===== src/rtl/ps2_scancode_rx.sv =====
// rtl/ps2_scancode_rx.sv - PS/2 keyboard receiver: pin conditioning, 11-bit deframing, Set-2 event decode
module ps2_scancode_rx #(
    parameter int FILTER_LEN      = 8,
    parameter int TIMEOUT_CYCLES  = 100000,
    parameter bit SUPPRESS_REPEAT = 1'b1
) (
    input  logic       clk,
    input  logic       resetn,
    input  logic       ps2_clk,
    input  logic       ps2_data,
    output logic       new_key,
    output logic       key_released,
    output logic [7:0] key_code,
    output logic       key_extended,
    output logic       frame_err
);
    localparam int TO_W = $clog2(TIMEOUT_CYCLES + 1);

    typedef enum logic [1:0] {S_IDLE, S_DATA, S_PARITY, S_STOP} state_t;

    logic            r_clk_s1, r_clk_s2, r_dat_s1, r_dat_s2;
    logic            r_clk_f, r_clk_f_d;
    logic [7:0]      r_flt_cnt;
    state_t          r_state;
    logic [2:0]      r_bit_cnt;
    logic [7:0]      r_shift;
    logic            r_par;
    logic [TO_W-1:0] r_to_cnt;
    logic            r_ext, r_brk;
    logic [7:0]      r_held;
    logic            r_held_ext, r_held_vld;

    logic            w_fall;
    logic            w_frame_ok;
    logic            w_is_held;
    logic            w_timeout;

    // Filtered clock follows the synchronized pin only after FILTER_LEN disagreeing samples.
    always_ff @(posedge clk or negedge resetn) begin
        if (!resetn) begin
            r_clk_s1  <= 1'b1;
            r_clk_s2  <= 1'b1;
            r_dat_s1  <= 1'b1;
            r_dat_s2  <= 1'b1;
            r_clk_f   <= 1'b1;
            r_clk_f_d <= 1'b1;
            r_flt_cnt <= '0;
        end else begin
            r_clk_s1  <= ps2_clk;
            r_clk_s2  <= r_clk_s1;
            r_dat_s1  <= ps2_data;
            r_dat_s2  <= r_dat_s1;
            r_clk_f_d <= r_clk_f;
            if (r_clk_s2 == r_clk_f) begin
                r_flt_cnt <= '0;
            end else if (r_flt_cnt == 8'(FILTER_LEN - 1)) begin
                r_clk_f   <= r_clk_s2;
                r_flt_cnt <= '0;
            end else begin
                r_flt_cnt <= r_flt_cnt + 8'd1;
            end
        end
    end

    assign w_fall     = r_clk_f_d & ~r_clk_f;
    assign w_frame_ok = r_dat_s2 & (^{r_shift, r_par});
    assign w_is_held  = r_held_vld && (r_held == r_shift) && (r_held_ext == r_ext);
    assign w_timeout  = (r_state != S_IDLE) && !w_fall && (r_to_cnt == TO_W'(TIMEOUT_CYCLES - 1));

    always_ff @(posedge clk or negedge resetn) begin
        if (!resetn) begin
            r_state      <= S_IDLE;
            r_bit_cnt    <= '0;
            r_shift      <= '0;
            r_par        <= 1'b0;
            r_to_cnt     <= '0;
            r_ext        <= 1'b0;
            r_brk        <= 1'b0;
            r_held       <= '0;
            r_held_ext   <= 1'b0;
            r_held_vld   <= 1'b0;
            new_key      <= 1'b0;
            key_released <= 1'b0;
            key_code     <= '0;
            key_extended <= 1'b0;
            frame_err    <= 1'b0;
        end else begin
            new_key      <= 1'b0;
            key_released <= 1'b0;
            frame_err    <= 1'b0;

            if (w_fall || w_timeout) begin
                r_to_cnt <= '0;
            end else if (r_state != S_IDLE) begin
                r_to_cnt <= r_to_cnt + TO_W'(1);
            end

            case (r_state)
                S_IDLE: begin
                    if (w_fall) begin
                        if (!r_dat_s2) begin
                            r_state   <= S_DATA;
                            r_bit_cnt <= '0;
                        end else begin
                            frame_err <= 1'b1;
                        end
                    end
                end
                S_DATA: begin
                    if (w_fall) begin
                        r_shift   <= {r_dat_s2, r_shift[7:1]};
                        r_bit_cnt <= r_bit_cnt + 3'd1;
                        if (r_bit_cnt == 3'd7) begin
                            r_state <= S_PARITY;
                        end
                    end
                end
                S_PARITY: begin
                    if (w_fall) begin
                        r_par   <= r_dat_s2;
                        r_state <= S_STOP;
                    end
                end
                S_STOP: begin
                    if (w_fall) begin
                        r_state <= S_IDLE;
                        if (!w_frame_ok) begin
                            frame_err <= 1'b1;
                            r_ext     <= 1'b0;
                            r_brk     <= 1'b0;
                        end else if (r_shift == 8'hE0) begin
                            r_ext <= 1'b1;
                        end else if (r_shift == 8'hF0) begin
                            r_brk <= 1'b1;
                        end else if (!r_ext && !r_brk && (r_shift == 8'hAA || r_shift == 8'hFA)) begin
                            r_state <= S_IDLE;
                        end else begin
                            r_ext <= 1'b0;
                            r_brk <= 1'b0;
                            if (r_brk) begin
                                key_released <= 1'b1;
                                key_code     <= r_shift;
                                key_extended <= r_ext;
                                if (w_is_held) begin
                                    r_held_vld <= 1'b0;
                                end
                            end else if (!(SUPPRESS_REPEAT && w_is_held)) begin
                                new_key      <= 1'b1;
                                key_code     <= r_shift;
                                key_extended <= r_ext;
                                r_held       <= r_shift;
                                r_held_ext   <= r_ext;
                                r_held_vld   <= 1'b1;
                            end
                        end
                    end
                end
                default: r_state <= S_IDLE;
            endcase

            // A stalled frame is abandoned along with any half-received prefix sequence.
            if (w_timeout) begin
                r_state   <= S_IDLE;
                frame_err <= 1'b1;
                r_ext     <= 1'b0;
                r_brk     <= 1'b0;
            end
        end
    end
endmodule

===== config.mk =====
export PLATFORM = sky130hd
export DESIGN_NAME = ps2_scancode_rx
export DESIGN_NICKNAME = d
export VERILOG_FILES = /design/src/rtl/ps2_scancode_rx.sv
export SDC_FILE = /design/constraint.sdc
export NUM_CORES = 1
export LEC_CHECK = 0
export BUFFER_PORTS_ARGS = -buffer_cell sky130_fd_sc_hd__buf_2
export CORE_MARGIN = 5
export CORE_UTILIZATION = 45
export CTS_BUF_LIST = sky130_fd_sc_hd__clkbuf_4 sky130_fd_sc_hd__clkbuf_8
export CTS_CLUSTER_DIAMETER = 30
export DETAILED_ROUTE_END_ITERATION = 10
export GPL_ROUTABILITY_DRIVEN = 0
export SYNTH_ARGS = -nofsm -noshare
export SYNTH_HDL_FRONTEND = slang
export SYNTH_SLANG_ARGS = --single-unit

===== constraint.sdc =====
create_clock -name clk -period 5.4 [get_ports clk]
set_input_delay 0.81 -clock clk [delete_from_list [all_inputs] [get_ports clk]]
set_output_delay 0.81 -clock clk [all_outputs]
set_load 0.01 [all_outputs]

-- Word level (Yosys, flattened, before mapping)
Cells that the tools add are included.
- $add $sub $neg: 3
- reduce and logical (&&, ||, !) cells: 28
- equality and inequality tests: 28
- bitwise operators: 9
- mux-type cells: 57
- operators by type and width (kind ; count):
    2-to-1 mux 1 bit ; 38
    2-to-1 mux 17 bit ; 2
    == test 8 bit, second input constant ; 4
    2-to-1 mux 8 bit ; 4
    != test 3 bit, second input constant ; 7
    adder 17 x 1 -> 17 bit, second input constant ; 1
    == test 17 bit, second input constant ; 1
    AND reduction 8 bit ; 2
    2-to-1 mux 2 bit ; 7
    != test 4 bit, second input constant ; 3
    AND reduction 4 bit ; 3
    nonzero test 2 bit ; 5
    2-to-1 mux 3 bit ; 3
    XOR reduction 9 bit ; 1
    adder 8 x 1 -> 8 bit, second input constant ; 1
    == test 8 x 3 -> 1 bit, second input constant ; 1
    == test 8 bit ; 1
    != test 2 bit, second input constant ; 4
    case mux 2 bit (4 select lines) ; 1
    inverter 1 bit ; 7
    AND reduction 7 bit ; 1
    logical AND 1 bit ; 6
    case mux 3 bit (2 select lines) ; 1
    AND reduction 2 bit ; 3
    other kinds (12) ; 18
- input port bits: 4
- word-level logic and storage cells: 147
- register bits: 69

-- Depth between registers and ports, before layout
Gate-level depths: netlist of run 1.
- depth in word-level cells: 11
- gate-level depth with buffers: 7

-- Least setup slack after synthesis of run 1
Ideal clock, no wire load.
- path type: reg-to-reg
- start: register r_state[0]
- end: register r_state[0]
- path buffers: 0
- cell stages (with the launch flop): 8
- setup slack: 3.281 ns
- arrival: 1.985 ns
- library setup time: 0.134 ns
- path through: dfrtp_1 > inv_1 > ha_1 > nor2b_1 > nand4_1 > o31ai_2 > o221ai_1 > mux2i_1
- cells in the longest elaborated chain, start to end: 5
- elaborated cells between the ends (all ways): 16
- ends and longest elaborated chain (what ; RTL line ; text):
    start, declared ; 24 ; state_t r_state;
    start signal, assigned ; 72 ; r_state <= S_IDLE;
    start signal, assigned ; 102 ; r_state <= S_DATA;
    start signal, assigned ; 114 ; r_state <= S_PARITY;
    nonzero test 2 bit ; 68 ; assign w_timeout = (r_state != S_IDLE) && !w_fall && (r_to_cnt == TO_W'(TIMEOUT_CYCLES - 1));
    logical AND 1 bit (2 in series) ; 68 ;
    != test 3 bit (no line) ; - ;
    AND reduction 6 bit (no line) ; - ;
Several ways; a longest one is shown, not always the timed one.
A chain may end at the register's enable or synchronous reset.

-- Worst setup path in the final report of run 1
- start: register r_state[0]
- end: register r_state[1]
The elaborated chain is that of the path after synthesis.

==> impl_metrics.py, run 1 <==
metrics = {
    "clock_tree": {
        "cts_tree": "built",
        "cts_root_buf": "clkbuf_8",
        "post_cts_buffers": 0,
        "insertion_delay_ps": 350,
        "cts_buffers": 9,
        "cts_max_level": 3,
        "max-clock-path-buffers": 2,
        "clock-sinks": 69,
        "clk_pin_slew_ps": 80,
        "postCtsResizedCells": 0,
        "postCtsHoldBufs": 0,
    },
    "global_routing": {
        "antenna_found_initial": 0,
        "grt_pass1_vias": 2063,
        "grt_usage_pct": 13.9,
        "busiest_layer": "met1",
        "use_met2_pct": 19.3,
        "globalRouteOverflowTotal": 0,
        "grt_max_degree": 70,
        "grtUsageMet1_pct": 20.2,
        "grt_pass1_wl_um": 10500,
        "grtUsageMet3_pct": 4.24,
    },
    "floorplanning": {
        "die_width_um": 97.1,
        "die_height_um": 97.1,
        "start_util_pct": 46.5,
        "dieArea_um2": 9420,
        "core_um2": 7330,
        "io_pins": 16,
        "num_rows": 31,
    },
    "critical_path": {
        "worst_path_max_delay_cell": "nor4_2",
        "arrival_ps": 2710,
        "critPathMaxFanout": 15,
        "crit_chain": "inv_1 -> ha_1 -> nor2b_1 -> nand4_1 -> nor4_2 -> o221ai_1 -> mux2i_1",
        "cp-end-kind": "register",
        "max_stage_delay_ps": 530,
        "crit_type": "register to register",
        "cp.required_ps": 5610,
        "setup.worst_path.start_class": "register",
        "r2r_slack_ps": 2910,
    },
    "finish": {
        "layout.nets": 315,
        "stdcell_area_um2": 3780,
        "final_cell_count_no_fill": 407,
        "syn2layout_area_growth_pct": 10.9,
        "fillers": 656,
        "multi_input_area_um2": 1600,
        "n_antenna_cell": 0,
        "drive_gt1_share_pct": 21.8,
        "seqCellArea_um2": 1730,
    },
    "place": {
        "dp_hpwl_um": 4070,
        "io_buffer_count": 15,
        "placed_area_um2": 3560,
        "placed_cells": 391,
        "place_ws_ps": 2910,
    },
    "timing": {
        "final-hold-violation-count": 0,
        "fin_tns_setup_ps": 0,
        "tightestPinTransition_ps": 849,
        "max_freq_mhz": 401,
        "skew_ps": 11.4,
        "period_needed_ps": 2490,
        "report.final.setup_viol": 0,
        "maxSlewViolCount": 0,
        "grt_setup_unrepaired": "false",
        "worst_slew_margin_rel_pct": 43.4,
        "period_share_pct": 46.2,
        "layout_setup_ws_ps": 2910,
    },
    "yosys": {
        "syn_area_um2": 3410,
        "synth-seq-area-share_pct": 50.8,
        "netlist_top_cells_count": "63 x dfrtp_1, 31 x nor2_1, 26 x xor2_1",
        "ys_warn_count": 0,
        "synth.top_cell.area_share_pct": 46.2,
        "synth_cells": 288,
        "synthFlopType": "dfrtp_1",
        "synth_top_area_cell": "dfrtp_1",
        "syn_area_per_cell_um2": 11.8,
        "async_flop_share_pct": 100,
        "synth_area_leaders": "dfrtp_1 46%, xor2_1 6.7%, dfstp_2 4.6%",
        "ys_types": 54,
        "synthMostInstantiatedCell": "dfrtp_1",
        "synth_seq_cells": 69,
        "synth-edff-count": 0,
        "syn_nets": 300,
    },
    "routing": {
        "drcViolationCount": 0,
        "ant_nets": 0,
        "vias": 2069,
        "avgRoutedWirePerCell_um": 14.9,
        "viasPerCell": 5.08,
        "dr.pass1.iters": 4,
        "drt-initial-drc-count": 68,
        "wirelength_um": 6060,
    },
    "status": {
        "outcome": "finished, final reports clean",
    },
    "power_and_ir_drop": {
        "p_per_area_nw_per_um2": 407,
        "ir_drop_uv": 205,
        "p_leak_nw": 1.86,
    },
    "worst_hold_path": {
        "hold_path_class": "register to register",
    },
    "run": {
        "drv_cap": 0,
    },
}
## worst paths after layout
path                             from  cells past startpoint      endpoint
min                          r_dat_s1                      0      r_dat_s2
min reg2reg                  r_dat_s1                      0      r_dat_s2
min in group asynchronous      resetn                      2    r_shift[1]
max                        r_state[0]                      7    r_state[1]
max in group asynchronous      resetn                      2  r_to_cnt[15]
max reg2reg                r_state[0]                      7    r_state[1]
## kinds of logic after synthesis
kind of cell | synth area share (%)
AOI/OAI and AO/OA | 4.62
and+or+nand+nor | 15.7
adders and majority gates | 2.93
buffers and inverters | 2.38
muxes | 12.1
DFF | 50.8
xor gates and xnor gates | 11.5
## worst max-delay path: cells and delay by family (launching register included)
kind                       cells  cell delay, ps
AOI/OAI and AO/OA              1             280
adders and majority gates      1             390
buffers and inverters          1              80
DFF                            1             380
muxes                          1             180
and+or+nand+nor                3            1050
## final cells by class
type                       instances  area share (%)
sequential                        69            45.8
timing repair buffer              17            2.38
inverter                           3           0.298
tap                               99            3.27
multi-input combinational        203            42.2
clock inverter                     6            2.51
clock buffer                      10            3.47
## report_power, final
| group | internal, mW | total (mW) | switching (mW) |
|---|---|---|---|
| sequential | 0.589 | 0.664 | 0.0754 |
| clock | 0.270 | 0.472 | 0.202 |
| combinational | 0.177 | 0.403 | 0.226 |
## stage by stage
step / hold slack (ps) / util, % / total power, mW
after floorplan: 345 / - / 0.985
after global placement: 347 / 48.5 / 1.07
after detailed placement: 347 / 48.5 / 1.08
after CTS: 359 / 51.6 / 1.56
after global routing: 368 / 51.6 / 1.65
final: 358 / 51.6 / 1.54
## registers in the layout, summed over array words and instances (netlist names), 2 cells and up
register,flops
r_shift,8
r_bit_cnt,3
r_state,2
key_code,8
r_to_cnt,17
r_flt_cnt,8
r_held,8
## per-layer routing
layer	wire, µm	vias up
met4	90	0
met2	2580	16
met5	0	-
li1	-	1026
met3	170	7
met1	3230	1020
## cells in the final DEF (no fill, tap or decap), drive strengths merged, types with 7 or more instances in the layout
cell type,n
dfrtp,63
xnor2,9
nor2,31
buf,17
nand2,16
nand3,15
xor2,27
ha,8
nor3,7
mux2,28
clkbuf,10
No activity file was read; power rests on OpenSTA's default activity.
==> run 2: changes to the inputs <==
ABC_AREA = 1   (was unset)
clock period = 2.3 ns   (was 5.4 ns; I/O delays follow)
==> run 2 against run 1 <==
Compared with the run above:
- the flow now finishes with violations (negative hold slack)
- setup slack got worse by 2600 ps
- final cell count is 55% higher
- via count up 53%
- critical path type unchanged
- largest power group unchanged
==> impl_metrics.py, run 2 <==
metrics = {
    "status": {
        "outcome": "finished, violations left",
        "violations": "negative hold slack",
    },
    "routing": {
        "vias": 3157,
        "avgRoutedWirePerCell_um": 12.8,
        "viasPerCell": 5.01,
        "drt-initial-drc-count": 86,
        "dr.pass1.iters": 4,
        "wirelength_um": 8070,
        "drcViolationCount": 0,
        "ant_nets": 0,
    },
    "place": {
        "placed_cells": 614,
        "io_buffer_count": 15,
        "dp_hpwl_um": 5900,
        "place_ws_ps": 145,
    },
    "timing": {
        "period_share_pct": 88.0,
        "holdWs_ps": -19.9,
        "max_freq_mhz": 494,
        "final-hold-violation-count": 10,
        "report.final.setup_viol": 0,
        "grt_setup_unrepaired": "false",
        "skew_ps": 8.35,
        "tightestPinTransition_ps": 565,
        "layout_setup_ws_ps": 275,
        "period_needed_ps": 2020,
        "maxSlewViolCount": 0,
        "worst_slew_margin_rel_pct": 62.3,
        "fin_tns_setup_ps": 0,
    },
    "finish": {
        "n_antenna_cell": 0,
        "drive_gt1_share_pct": 14.3,
        "layout.nets": 532,
        "top_register": "r_to_cnt",
        "final_cell_count_no_fill": 630,
        "final_cell_mix": "133 x nand2_1, 63 x dfrtp_1, 61 x inv_1, 54 x nor2_1, 32 x o21ai_0",
        "final_common_cell": "nand2_1",
        "syn2layout_area_growth_pct": 10.7,
        "largest_reg_flops": 17,
        "fillers": 800,
    },
    "clock_tree": {
        "max-clock-path-buffers": 2,
        "cts_tree": "built",
        "clk_pin_slew_ps": 80,
        "cts_root_buf": "clkbuf_8",
        "insertion_delay_ps": 350,
        "cts_buffers": 9,
        "clock-sinks": 69,
        "post_cts_buffers": 0,
        "cts_max_level": 3,
    },
    "critical_path": {
        "arrival_ps": 2270,
        "cp.required_ps": 2540,
        "r2r_end": "r_held[0]",
        "rr_startpoint": "r_shift[3]",
        "cp-end-kind": "register",
        "crit_type": "register to register",
        "worst-path-buf-inv": 1,
        "setup.worst_path.start_class": "register",
        "max_stage_delay_ps": 540,
        "worstRegToRegCells": 13,
        "r2r_slack_ps": 280,
        "crit_chain": "inv_1 -> nand2_1 -> nand2_1 -> nand2_1 -> nand3_2 -> nand2_1 -> nand2_1 -> nand2_2 -> nand2_4 -> nor2_8 -> nand3_4 -> nand2_1 -> nand2_1",
        "cpMostUsedCell": "nand2_1",
        "critPathMaxFanout": 12,
        "cp_top_family": "simple AND/OR/NAND/NOR gates",
        "path_depth": 13,
        "worst_path_max_delay_cell": "dfrtp_1",
    },
    "global_routing": {
        "antenna_found_initial": 0,
        "grt_pass1_wl_um": 14200,
        "grt_pass1_vias": 3057,
        "grt_max_degree": 70,
        "grt_usage_pct": 17.2,
        "globalRouteOverflowTotal": 0,
    },
    "yosys": {
        "synth-seq-area-share_pct": 45.2,
        "synth_area_leaders": "dfrtp_1 41%, nand2_1 13%, inv_1 6.0%",
        "syn_nets": 510,
        "synth_mux_area_share_pct": 0.293,
        "ys_types": 36,
        "synth_xor_xnor_area_share_pct": 1.37,
        "async_flop_share_pct": 100,
        "synth_cells": 498,
        "synth.top_cell.area_share_pct": 41.1,
        "synth-compound-area-share_pct": 6.91,
        "netlist_top_cells_count": "133 x nand2_1, 63 x dfrtp_1, 61 x inv_1",
        "synth-edff-count": 0,
        "syn_area_um2": 3840,
        "synth-simple-area-share_pct": 35.0,
        "synth_top_area_cell": "dfrtp_1",
        "synthFlopType": "dfrtp_1",
        "synth_top_family_by_area": "simple AND/OR/NAND/NOR gates",
        "synth_seq_cells": 69,
        "synthAdderAreaFrac_pct": 2.61,
        "synthMostInstantiatedCell": "nand2_1",
        "ys_warn_count": 0,
        "syn_area_per_cell_um2": 7.71,
    },
    "floorplanning": {
        "die_height_um": 102,
        "die_width_um": 102,
        "dieArea_um2": 10500,
        "io_pins": 16,
        "num_rows": 33,
        "start_util_pct": 46.5,
        "core_um2": 8260,
    },
    "worst_hold_path": {
        "hold_path_class": "input pin to asynchronous set/reset pin",
    },
    "power_and_ir_drop": {
        "p_per_area_nw_per_um2": 858,
        "ir_drop_uv": 334,
        "finalPower_mw": 3.65,
        "p_leak_nw": 2.17,
    },
    "run": {
        "drv_cap": 0,
    },
}
run 2: cells by family after synthesis:
group,after synthesis
xor gates and xnor gates,6
adders and majority gates,8
and+or+nand+nor,285
AOI/OAI and AO/OA,51
DFF,69
muxes,1
buffers and inverters,78
run 2: worst max path at each step:
stage,slack [ps],start,to
finish,280,r_shift[3],r_held[0]
global route,10,r_clk_f_d,r_state[1]
CTS,130,r_shift[3],r_held[0]
detailed placement,140,r_shift[3],r_held[0]
global placement,180,r_shift[6],r_held[0]
floorplan,520,r_state[0],r_to_cnt[14]
run 2: stage by stage:
step	instance area (µm²)	utilization [%]
floorplan	3840	-
global placement	4030	48.8
detailed placement	4030	48.8
CTS	4240	51.4
global route	4250	51.5
finish	4250	51.5
run 2: layer usage:
layer | up-vias | global-route usage [%] | share of wire [%]
li1 | 1656 | - | -
met1 | 1446 | 22.1 | 48
met2 | 42 | 28.1 | 47
met3 | 13 | 3.89 | 3.4
met4 | 0 | 6.96 | 2.0
met5 | - | 0 | 0
run 2: area by class of cell:
type | count | area, µm² | share of cell area, %
well taps | 105 | 131 | 3.09
clock inverters | 7 | 90.1 | 2.12
repair buffers | 22 | 140 | 3.30
multi-input cells | 351 | 1780 | 41.9
inverters | 67 | 251 | 5.92
clock buffers | 9 | 124 | 2.91
flip-flops and latches | 69 | 1730 | 40.8
run 2: repair_timing:
item | CTS | global route
hold buffers | 0 | 0
resized for setup | 0 | 1
endpoints found under the setup margin | 0 | 9
run 2: power by group:
group | leakage [nW] | switching [mW] | total [mW] | internal, mW
logic | 1.14 | 0.683 | 1.04 | 0.362
registers | 0.927 | 0.145 | 1.52 | 1.37
clock network | 0.105 | 0.479 | 1.08 | 0.604
==> run 3: changes to the inputs <==
ABC_AREA = 0   (was 1)
CAP_MARGIN = 20   (was unset)
==> run 3 against run 2 <==
Compared with the run above:
- the flow now finishes without violations
- clock-buffer cell count grew 3
- register-to-register slack worse by 180 ps
- sequential cell count is the same
- setup slack worse by 180 ps
- core utilization grew 1.7 points
- fmax shrank 8.1%
- worst hold slack better by 36 ps
- sequential power grew 3%
- clock power fell by 7%
- cell area decreased by 8.2%
- clock skew shrank 2.9 ps
- global-route usage fell by 2.8 points
==> impl_metrics.py, run 3 (synthesis results as in run 1) <==
metrics = {
    "timing": {
        "period_needed_ps": 2200,
        "maxSlewViolCount": 0,
        "period_share_pct": 95.8,
        "skew_ps": 5.48,
        "layout_setup_ws_ps": 96.6,
        "worst_slew_margin_rel_pct": 60.4,
        "final-hold-violation-count": 0,
        "report.final.setup_viol": 0,
        "grt_setup_unrepaired": "false",
        "fin_tns_setup_ps": 0,
        "max_freq_mhz": 454,
        "tightestPinTransition_ps": 578,
    },
    "routing": {
        "drt-initial-drc-count": 76,
        "vias": 2160,
        "wirelength_um": 6340,
        "dr.pass1.iters": 6,
        "routed-wl-met3_um": 222,
        "avgRoutedWirePerCell_um": 15.1,
        "viasPerCell": 5.13,
        "wl_met2_um": 2950,
        "drcViolationCount": 0,
        "topRoutingLayerUsed": "met4",
        "drt-met1-wl_um": 3110,
        "ant_nets": 0,
    },
    "place": {
        "place_ws_ps": 77.7,
        "io_buffer_count": 15,
        "dp_hpwl_um": 4290,
    },
    "clock_tree": {
        "max-clock-path-buffers": 2,
        "cts_buffers": 9,
        "postCtsHoldBufs": 0,
        "insertion_delay_ps": 340,
        "clock-sinks": 69,
        "cts_tree": "built",
        "cts_max_level": 3,
        "cts_root_buf": "clkbuf_8",
        "clk_pin_slew_ps": 70,
    },
    "worst_hold_path": {
        "hold_path_class": "input pin to asynchronous set/reset pin",
    },
    "critical_path": {
        "crit_type": "register to register",
        "cp-end-kind": "register",
        "cp.required_ps": 2520,
        "setup.worst_path.start_class": "register",
        "arrival_ps": 2420,
        "critPathMaxFanout": 9,
    },
    "floorplanning": {
        "die_width_um": 97.1,
        "die_height_um": 97.1,
        "io_pins": 16,
        "dieArea_um2": 9420,
        "num_rows": 31,
        "core_um2": 7330,
        "start_util_pct": 46.5,
    },
    "power_and_ir_drop": {
        "finalPower_mw": 3.58,
        "ir_drop_uv": 466,
        "p_per_area_nw_per_um2": 917,
        "p_leak_nw": 1.93,
    },
    "global_routing": {
        "grt_pass1_wl_um": 11000,
        "grt_pass1_vias": 2267,
        "antenna_found_initial": 0,
        "globalRouteOverflowTotal": 0,
        "grt_usage_pct": 14.4,
        "grt_max_degree": 70,
    },
    "finish": {
        "n_antenna_cell": 0,
        "top_register": "r_to_cnt",
        "final_cell_mix": "62 x dfrtp_1, 31 x nor2_1, 26 x xor2_1, 16 x nand2_1",
        "layout.nets": 329,
        "syn2layout_area_growth_pct": 14.3,
        "drive_gt1_share_pct": 25.5,
        "final_common_cell": "dfrtp_1",
        "utilization_pct": 53.2,
        "largest_reg_flops": 17,
    },
    "status": {
        "outcome": "finished, final reports clean",
    },
    "run": {
        "drv_cap": 0,
    },
}
[run 3: cell count changes in the layout (fill, tap and decap cells not counted), moves of 11 or more]
cell,before,now
nand2_1,133,16
inv_1,61,2
o21ai_0,32,4
nor2_1,54,31
xor2_1,3,26
nand4_1,27,6
a21oi_1,14,3
nand2_2,11,0
[run 3: per-stage QoR]
stage | hold WS, ps | std cells | instance area, µm²
floorplan | 49.4 | 288 | 3410
global placement | 347 | 404 | 3680
detailed placement | 347 | 404 | 3680
CTS | 29.5 | 420 | 3880
global route | 48.8 | 421 | 3900
finish | 16.4 | 421 | 3900
[run 3: cell type report]
type,instances,area (µm²)
inverter,3,11.3
clock buffer,12,153
sequential,69,1740
multi-input combinational,203,1600
timing repair buffer,31,233
tap,99,124
fill,662,3430
clock inverter,4,47.5
[run 3: where the power goes]
group	leakage [nW]	total (mW)	internal, mW	switching [mW]
Clock	0.103	1.00	0.551	0.450
Sequential	0.917	1.56	1.38	0.172
Combinational	0.914	1.02	0.464	0.557
Total	1.93	3.58	2.40	1.18
[run 3: final timing paths]
path                       startpoint     endpoint  slack (ps)  depth (start not counted)
min in group clk             ps2_data     r_dat_s1         100                          1
setup reg to reg           r_shift[6]  key_code[7]         100                          7
setup / recovery           r_shift[6]  key_code[7]         100                          7
max in group asynchronous      resetn      r_clk_f        1950                          2
hold reg to reg              r_dat_s1     r_dat_s2         360                          0
hold / removal                 resetn  key_code[0]          20                          2
[run 3: repair_timing]
action	CTS	global route
endpoints found under the setup margin	0	9
endpoints found under the hold margin	0	0
gates resized for setup	0	1
buffers inserted	0	1
[run 3: critical path: stages (launching register included)]
cell	delay [ps]
dfrtp_1	500
xor2_2	190
xnor3_2	490
mux2i_4	210
buf_4	170
o21ai_4	60
buf_12	140
mux2_1	320
[run 3: routing by layer]
| metal | track usage [%] | up-vias |
|---|---|---|
| li1 | - | 1062 |
| met1 | 19.9 | 1062 |
| met2 | 21.7 | 29 |
| met3 | 3.88 | 7 |
| met4 | 4.97 | 0 |
| met5 | 0 | - |
